### src/rtl/cache_fill_fsm.sv
// cache_fill_fsm
// ---------------------------------------------------------------------------
// Miss-handling controller for the cache data/tag arrays. When a miss is
// reported, it fetches the 8-word (16-byte) block that holds the missing
// address from the pipelined main memory. It writes each returned word into
// its word slot of the selected line, and it pulses the tag write after the
// last word. The pipeline is stalled for the whole fill.
//
// Ports:
//   clk               rising-edge clock
//   rst               synchronous reset, active-high
//   miss_detected     cache lookup missed this cycle
//   miss_address      byte address of the missing access
//   memory_data_valid memory_data holds a returned word this cycle
//   memory_data       word returned by memory
//   fsm_busy          fill in progress (pipeline stall)
//   mem_read_en       issue a read to memory this cycle
//   memory_address    byte address of the issued read (0 when not reading)
//   write_data_array  write data_out into the data array this cycle
//   word_sel          word index of the current write
//   word_wordline     one-hot decode of word_sel, gated by write_data_array
//   data_out          word to write (memory_data passthrough)
//   write_tag_array   one-cycle pulse to write tag/valid for the filled line
// ---------------------------------------------------------------------------
module cache_fill_fsm #(
  parameter int ADDR_W = 16,
  parameter int DATA_W = 16
) (
  input  logic              clk,
  input  logic              rst,
  input  logic              miss_detected,
  input  logic [ADDR_W-1:0] miss_address,
  input  logic              memory_data_valid,
  input  logic [DATA_W-1:0] memory_data,
  output logic              fsm_busy,
  output logic              mem_read_en,
  output logic [ADDR_W-1:0] memory_address,
  output logic              write_data_array,
  output logic [2:0]        word_sel,
  output logic [7:0]        word_wordline,
  output logic [DATA_W-1:0] data_out,
  output logic              write_tag_array
);

  typedef enum logic {
    IDLE = 1'b0,
    FILL = 1'b1
  } state_t;

  state_t            state_reg, state_next;
  // The counters are 4 bits wide so that they can hold the value 8, which
  // means "all requests issued" or "all words received".
  logic [3:0]        issue_cnt_reg, issue_cnt_next;
  logic [3:0]        recv_cnt_reg, recv_cnt_next;
  logic [ADDR_W-1:0] base_addr_reg, base_addr_next;

  always_ff @(posedge clk) begin
    if (rst) begin
      state_reg     <= IDLE;
      issue_cnt_reg <= 4'd0;
      recv_cnt_reg  <= 4'd0;
      base_addr_reg <= '0;
    end else begin
      state_reg     <= state_next;
      issue_cnt_reg <= issue_cnt_next;
      recv_cnt_reg  <= recv_cnt_next;
      base_addr_reg <= base_addr_next;
    end
  end

  always_comb begin
    state_next       = state_reg;
    issue_cnt_next   = issue_cnt_reg;
    recv_cnt_next    = recv_cnt_reg;
    base_addr_next   = base_addr_reg;
    fsm_busy         = 1'b0;
    mem_read_en      = 1'b0;
    memory_address   = '0;
    write_data_array = 1'b0;
    word_sel         = 3'd0;
    write_tag_array  = 1'b0;

    case (state_reg)
      IDLE: begin
        // Stall in the miss cycle itself. No read is issued until FILL.
        fsm_busy = miss_detected;
        if (miss_detected) begin
          base_addr_next = miss_address & {{(ADDR_W-4){1'b1}}, 4'h0};
          issue_cnt_next = 4'd0;
          recv_cnt_next  = 4'd0;
          state_next     = FILL;
        end
      end

      FILL: begin
        fsm_busy = 1'b1;
        // The issue side runs at one request per cycle. It is independent of
        // the returns, so any memory latency of one cycle or more works.
        if (issue_cnt_reg < 4'd8) begin
          mem_read_en    = 1'b1;
          memory_address = base_addr_reg
                         + {{(ADDR_W-4){1'b0}}, issue_cnt_reg[2:0], 1'b0};
          issue_cnt_next = issue_cnt_reg + 4'd1;
        end
        // Words return in issue order, so the receive count is the word slot.
        if (memory_data_valid) begin
          write_data_array = 1'b1;
          word_sel         = recv_cnt_reg[2:0];
          recv_cnt_next    = recv_cnt_reg + 4'd1;
          if (recv_cnt_reg == 4'd7) begin
            write_tag_array = 1'b1;
            state_next      = IDLE;
          end
        end
      end

      default: state_next = IDLE;
    endcase
  end

  assign data_out = memory_data;

  // 3-to-8 wordline decode. Every line is held low unless a write is active.
  genvar gi;
  generate
    for (gi = 0; gi < 8; gi++) begin : g_wordline
      assign word_wordline[gi] = write_data_array && (word_sel == 3'(gi));
    end
  endgenerate

endmodule

### config.mk
export PLATFORM = sky130hd
export DESIGN_NAME = cache_fill_fsm
export DESIGN_NICKNAME = d
export VERILOG_FILES = /design/src/rtl/cache_fill_fsm.sv
export SDC_FILE = /design/constraint.sdc
export NUM_CORES = 1
export LEC_CHECK = 0
export BUFFER_PORTS_ARGS = -buffer_cell sky130_fd_sc_hd__buf_2
export CAP_MARGIN = 15
export CORE_MARGIN = 5
export CORE_UTILIZATION = 30
export CTS_CLUSTER_SIZE = 16
export DETAILED_ROUTE_END_ITERATION = 6
export PLACE_DENSITY = 0.64
export RECOVER_POWER = 100
export SYNTH_ARGS = -nofsm -noshare
export SYNTH_HDL_FRONTEND = slang
export SYNTH_SLANG_ARGS = --single-unit
### constraint.sdc
create_clock -name clk -period 2.02 [get_ports clk]
set_input_delay 0.101 -clock clk [delete_from_list [all_inputs] [get_ports clk]]
set_output_delay 0.101 -clock clk [all_outputs]
set_load 0.05 [all_outputs]
==> results of run 1 <==
-- placed cells by master (no fill, tap or decap), types with 2 or more instances in the layout --
cell,netlist,final
nand2_1,27,27
dfxtp_1,21,21
nand3_1,3,3
clkbuf_2,0,18
nor3_1,6,6
inv_1,3,3
nand3b_1,3,3
and3_1,2,2
nand2b_1,4,4
buf_4,17,3
clkbuf_1,3,12
nor2_1,4,4
a21oi_1,17,17
ha_1,2,2
and2_1,15,15
clkbuf_8,1,3
buf_2,2,17
-- metrics by stage --
stage          power, mW  std cells  worst slack [ps]  hold WS (ps)  area [um2]
3_5_place_dp       0.619        220               652           202        1320
6_report           0.873        224               242          76.7        1350
4_1_cts            0.895        224               357          69.5        1370
3_3_place_gp       0.617        220               646           202        1320
5_1_grt            0.934        224               122          69.9        1350
2_1_floorplan      0.661        148               247           180        1190
-- power breakdown --
part           switching (mW)  internal (mW)  total [mW]  leakage, nW
clock network           0.128          0.140       0.268       0.0228
logic                   0.111         0.0478       0.159        0.396
registers              0.0134          0.432       0.446        0.172
total                   0.252          0.620       0.873        0.590
-- cells by family (layout without fill, tap and decap cells) --
kind of cell,after synthesis,count (layout),synth area share
other,1,1,0.00317
xor gates and xnor gates,1,1,0.00741
and+or+nand+nor,73,73,0.331
adders and majority gates,2,2,0.0212
buffers and inverters,28,56,0.167
AOI/OAI and AO/OA,21,21,0.102
DFF,21,21,0.356
muxes,1,1,0.0127
-- synthesized netlist by cell type --
| cell type | count | share of area |
|---|---|---|
| nand4_1 | 1 | 0.0053 |
| nor4_1 | 1 | 0.0053 |
| nand2_1 | 27 | 0.086 |
| ha_1 | 2 | 0.021 |
| nor3b_1 | 1 | 0.0064 |
| dlymetal6s2s_1 | 1 | 0.011 |
| buf_4 | 17 | 0.11 |
| clkbuf_8 | 1 | 0.012 |
| nand3b_1 | 3 | 0.019 |
| nand2b_1 | 4 | 0.021 |
| nand2_4 | 1 | 0.0095 |
| inv_1 | 3 | 0.0095 |
| a21oi_1 | 17 | 0.072 |
| nor2b_1 | 1 | 0.0053 |
| buf_6 | 1 | 0.0095 |
| conb_1 | 1 | 0.0032 |
| nor2_1 | 4 | 0.013 |
| a21oi_2 | 1 | 0.0074 |
| or3_1 | 1 | 0.0053 |
| o211ai_1 | 1 | 0.0064 |
| and2_1 | 15 | 0.079 |
| or2_2 | 1 | 0.0053 |
| buf_2 | 2 | 0.0085 |
| nand3_1 | 3 | 0.013 |
| nor2b_2 | 1 | 0.0074 |
| nand3_4 | 1 | 0.015 |
| dfxtp_1 | 21 | 0.36 |
| a211oi_2 | 1 | 0.011 |
| mux2_4 | 1 | 0.013 |
| and3_1 | 2 | 0.011 |
| nor3_1 | 6 | 0.025 |
| clkbuf_1 | 3 | 0.0095 |
| xor2_1 | 1 | 0.0074 |
| a31oi_1 | 1 | 0.0053 |
-- metal layers --
metal,wire [um],up-vias
li1,-,524
met1,1180,425
met2,1230,30
met3,183,4
met4,16,0
met5,0,-
-- worst paths after layout --
path	from	slack (ps)	to	depth (start not counted)
setup / recovery	state_reg	240	word_wordline[1]	4
hold / removal	miss_address[9]	80	base_addr_reg[9]	3
setup reg to reg	state_reg	460	issue_cnt_reg[1]	4
hold reg to reg	base_addr_reg[6]	450	base_addr_reg[6]	2
-- area by class of cell --
cell class              count  area (um2)
repair buffers             49         239
fillers                   443        2400
clock buffers               4        45.0
multi-input cells          99         571
flip-flops and latches     21         420
inverters                   3        11.3
well taps                  48        60.1
-- critical path, delay by kind of cell, from the launching register on --
family | cells | cell delay, ps
and+or+nand+nor | 2 | 270
buffers and inverters | 2 | 690
DFF | 1 | 450
==> impl_metrics.json, run 1 <==
{
  "status": "finished, final reports clean",
  "nets": 215,
  "largest_reg_flops": 12,
  "top_usage_layer": "met2",
  "die_h_um": 72.8,
  "slew_headroom": 0.602,
  "cts_tree": "built",
  "hp-class": "in -> reg",
  "cts_resized": 0,
  "max_stage_delay_ps": 490,
  "hold_violations": 0,
  "ys_seq_elements": 21,
  "rows": 22,
  "syn-num-nets": 186,
  "post_drt_wl_per_cell_um": 11.7,
  "die_area_mm2": 0.00530,
  "core_mm2": 0.00374,
  "cp.required_ps": 1920,
  "grt_pass1_wl_um": 4400,
  "grt_use_met3": 0.0331,
  "place_congestion": 0.701,
  "ys_seq_area_frac": 0.356,
  "cts_buffer_depth": 2,
  "utilization": 0.360,
  "drc": 0,
  "drive_above_1_share": 0.278,
  "grt_pass1_vias": 906,
  "htreeDepth": 1,
  "cts-root-buf": "clkbuf_8",
  "skew_ps": 1.76,
  "power_density_mw_per_mm2": 648,
  "io_pins": 83,
  "maxCapViolCount": 0,
  "tns_ps": 0,
  "hpwl_um": 1860,
  "rsz0062_at_grt": "no",
  "clk_pin_slew_ps": 70,
  "timing.final.crit_share": 0.880,
  "grt_use_met2": 0.163,
  "clock_latency_ps": 250,
  "post_cts_buffers": 0,
  "via_per_inst": 4.39,
  "clock_sink_count": 21,
  "vias": 983,
  "critPathSlowestCell": "clkbuf_1",
  "die_x_um": 72.8,
  "fmax_mhz": 563,
  "overflow": 0,
  "finalSetupViolations": 0,
  "p_leak_nw": 0.590,
  "holdBufCountCts": 0,
  "cp_max_fo": 9,
  "synthCells": 148,
  "worstMarginPinSlew_ps": 600,
  "endpoint_kind": "output port",
  "grt_max_degree": 22,
  "io_buffer_count": 45,
  "path_class": "reg -> out",
  "crit_chain": "buf_4 -> nand2_4 -> nor3_1 -> clkbuf_1",
  "diodes": 0,
  "area_growth_pct": 13.9,
  "ant_nets": 0,
  "antenna_found_initial": 0,
  "synth_warnings": 0,
  "synth_area_mm2": 0.00118,
  "cts_made_buffers": 3,
  "routed_wirelength_um": 2610,
  "synth_area_per_cell_um2": 7.99,
  "crit_arrival_ps": 1680,
  "first_iter_violations": 41,
  "synth_cell_types": 34,
  "peakVddDrop_mv": 0.516,
  "start_util": 0.316,
  "dr.pass1.iters": 4,
  "grtUsageMet1": 0.136,
  "drv_slew": 0,
  "track_usage": 0.103,
  "min_period_ps": 1780,
  "worstSetupStartpointType": "flip-flop"
}
(Power assumes the default switching activity.)
==> run 2, diff against run 1 <==
--- a/config.mk
+++ b/config.mk
@@ -11,7 +11,7 @@
 export CORE_UTILIZATION = 30
 export CTS_CLUSTER_SIZE = 16
 export DETAILED_ROUTE_END_ITERATION = 6
-export PLACE_DENSITY = 0.64
+export PLACE_DENSITY = 0.66
 export RECOVER_POWER = 100
 export SYNTH_ARGS = -nofsm -noshare
 export SYNTH_HDL_FRONTEND = slang
==> run 2 against run 1 <==
  * Clock power barely moved
  * Total power down 0.75%
  * Global-route usage is 0.95 points lower
  * First-iteration DRC count up 71%
  * Flip-flop and latch count unchanged
  * Critical path depth fell by 1
  * Final cell count decreased by 0.45%
  * Count of clock-buffer cells in the layout is the same
==> impl_metrics.json, run 2 (synthesis gave the netlist of run 1 again) <==
{
  "die_h_um": 72.8,
  "critical_path_depth": 3,
  "path_buf_inv": 1,
  "timing.final.crit_share": 0.883,
  "tns_ps": 0,
  "htreeDepth": 1,
  "hold_violations": 0,
  "maxCapViolCount": 0,
  "drc": 0,
  "reg2regPathDepth": 4,
  "slew_headroom": 0.575,
  "combPwrFrac": 0.176,
  "post_drt_wl_per_cell_um": 11.3,
  "layout_commonest_cell": "nand2_1",
  "io_buffer_count": 45,
  "power_density_mw_per_mm2": 650,
  "place_congestion": 0.750,
  "cts_resized": 0,
  "holdBufCountCts": 0,
  "grt_max_degree": 22,
  "routed_wirelength_um": 2520,
  "hold_start": "miss_address[9]",
  "dpl-instance-area_mm2": 0.00132,
  "hold_ws_ps": 77.1,
  "clock_sink_count": 21,
  "cp.required_ps": 1920,
  "first_iter_violations": 70,
  "min_period_ps": 1780,
  "start_util": 0.316,
  "endpoint_kind": "output port",
  "crit_chain": "nand2_1 -> nor3_1 -> clkbuf_2",
  "die_area_mm2": 0.00530,
  "antenna_found_initial": 0,
  "post_cts_buffers": 0,
  "worst_path_dominant_cell_family": "flip-flops",
  "grt_pass1_vias": 906,
  "stdcell_area_mm2": 0.00133,
  "rows": 22,
  "via_per_inst": 4.49,
  "peakVddDrop_mv": 0.342,
  "diodes": 0,
  "hold_path_depth": 3,
  "p_switching_mw": 0.248,
  "status": "finished, final reports clean",
  "fmax_mhz": 561,
  "die_x_um": 72.8,
  "path_class": "reg -> out",
  "cts_buffer_depth": 2,
  "totalPowerFinal_mw": 0.866,
  "p_int_mw": 0.618,
  "cp_max_fo": 12,
  "utilization": 0.356,
  "final_cell_mix": "nand2_1 (28), clkbuf_2 (22), dfxtp_1 (21)",
  "dr.pass1.iters": 4,
  "worstSetupStartpointType": "flip-flop",
  "max_stage_delay_ps": 560,
  "reg2reg_to": "issue_cnt_reg[1]",
  "clk_pin_slew_ps": 70,
  "critPathSlowestCell": "dfxtp_1",
  "finalSetupViolations": 0,
  "rsz0062_at_grt": "no",
  "cts-root-buf": "clkbuf_8",
  "drv_slew": 0,
  "hpwl_um": 1800,
  "io_pins": 83,
  "r2r_setup_slack_ps": 350,
  "crit_arrival_ps": 1680,
  "hold_end": "base_addr_reg[9]",
  "rr_startpoint": "state_reg",
  "ant_nets": 0,
  "worstMarginPinSlew_ps": 637,
  "grt_pass1_wl_um": 3970,
  "vias": 1002,
  "skew_ps": 1.60,
  "overflow": 0,
  "largest_reg_flops": 12,
  "track_usage": 0.0938,
  "drive_above_1_share": 0.274,
  "core_mm2": 0.00374,
  "hp-class": "in -> reg",
  "cts_made_buffers": 3,
  "clock_latency_ps": 250,
  "nets": 214,
  "clkPwrFrac": 0.308,
  "cts_tree": "built",
  "p_leak_nw": 0.579,
  "area_growth_pct": 12.7,
  "switching_share": 0.287,
  "p_seq_frac": 0.516
}
[run 2: how the worst max path moves through the flow]
stage	startpoint	to
final	state_reg	word_wordline[1]
after floorplan	recv_cnt_reg[2]	word_wordline[4]
after global placement	state_reg	issue_cnt_reg[1]
after global routing	state_reg	word_wordline[1]
after detailed placement	state_reg	issue_cnt_reg[1]
after CTS	state_reg	memory_address[10]
[run 2: final cells by class]
cell class	count	area, um2
fillers	437	2410
repair buffers	48	230
multi-input cells	99	566
inverters	3	11.3
flip-flops and latches	21	420
clock buffers	4	45.0
well taps	48	60.1
[run 2: through the flow]
step,worst slack (ps),cells
3_5_place_dp,483,219
3_3_place_gp,481,219
5_1_grt,44.9,223
2_1_floorplan,247,148
4_1_cts,212,223
6_report,237,223
[run 2: routing by layer]
metal  share of wire  up-vias  track usage
li1                -      518            -
met1            0.45      454        0.109
met2            0.47       28        0.160
met3           0.078        2       0.0386
met4          0.0052        0       0.0225
met5               0        -            0
[run 2: power groups by stage]
stage                     registers (mW)  logic, mW  clock network, mW
after floorplan                    0.451      0.210                  0
after global placement             0.458      0.158                  0
after detailed placement           0.458      0.159                  0
after CTS                          0.448      0.160              0.282
after global routing               0.450      0.167              0.311
final                              0.447      0.152              0.267
[run 2: worst min-delay path, cell delays in order]
cell,delay (ps)
buf_2,90
nand2_1,40
a21oi_1,50
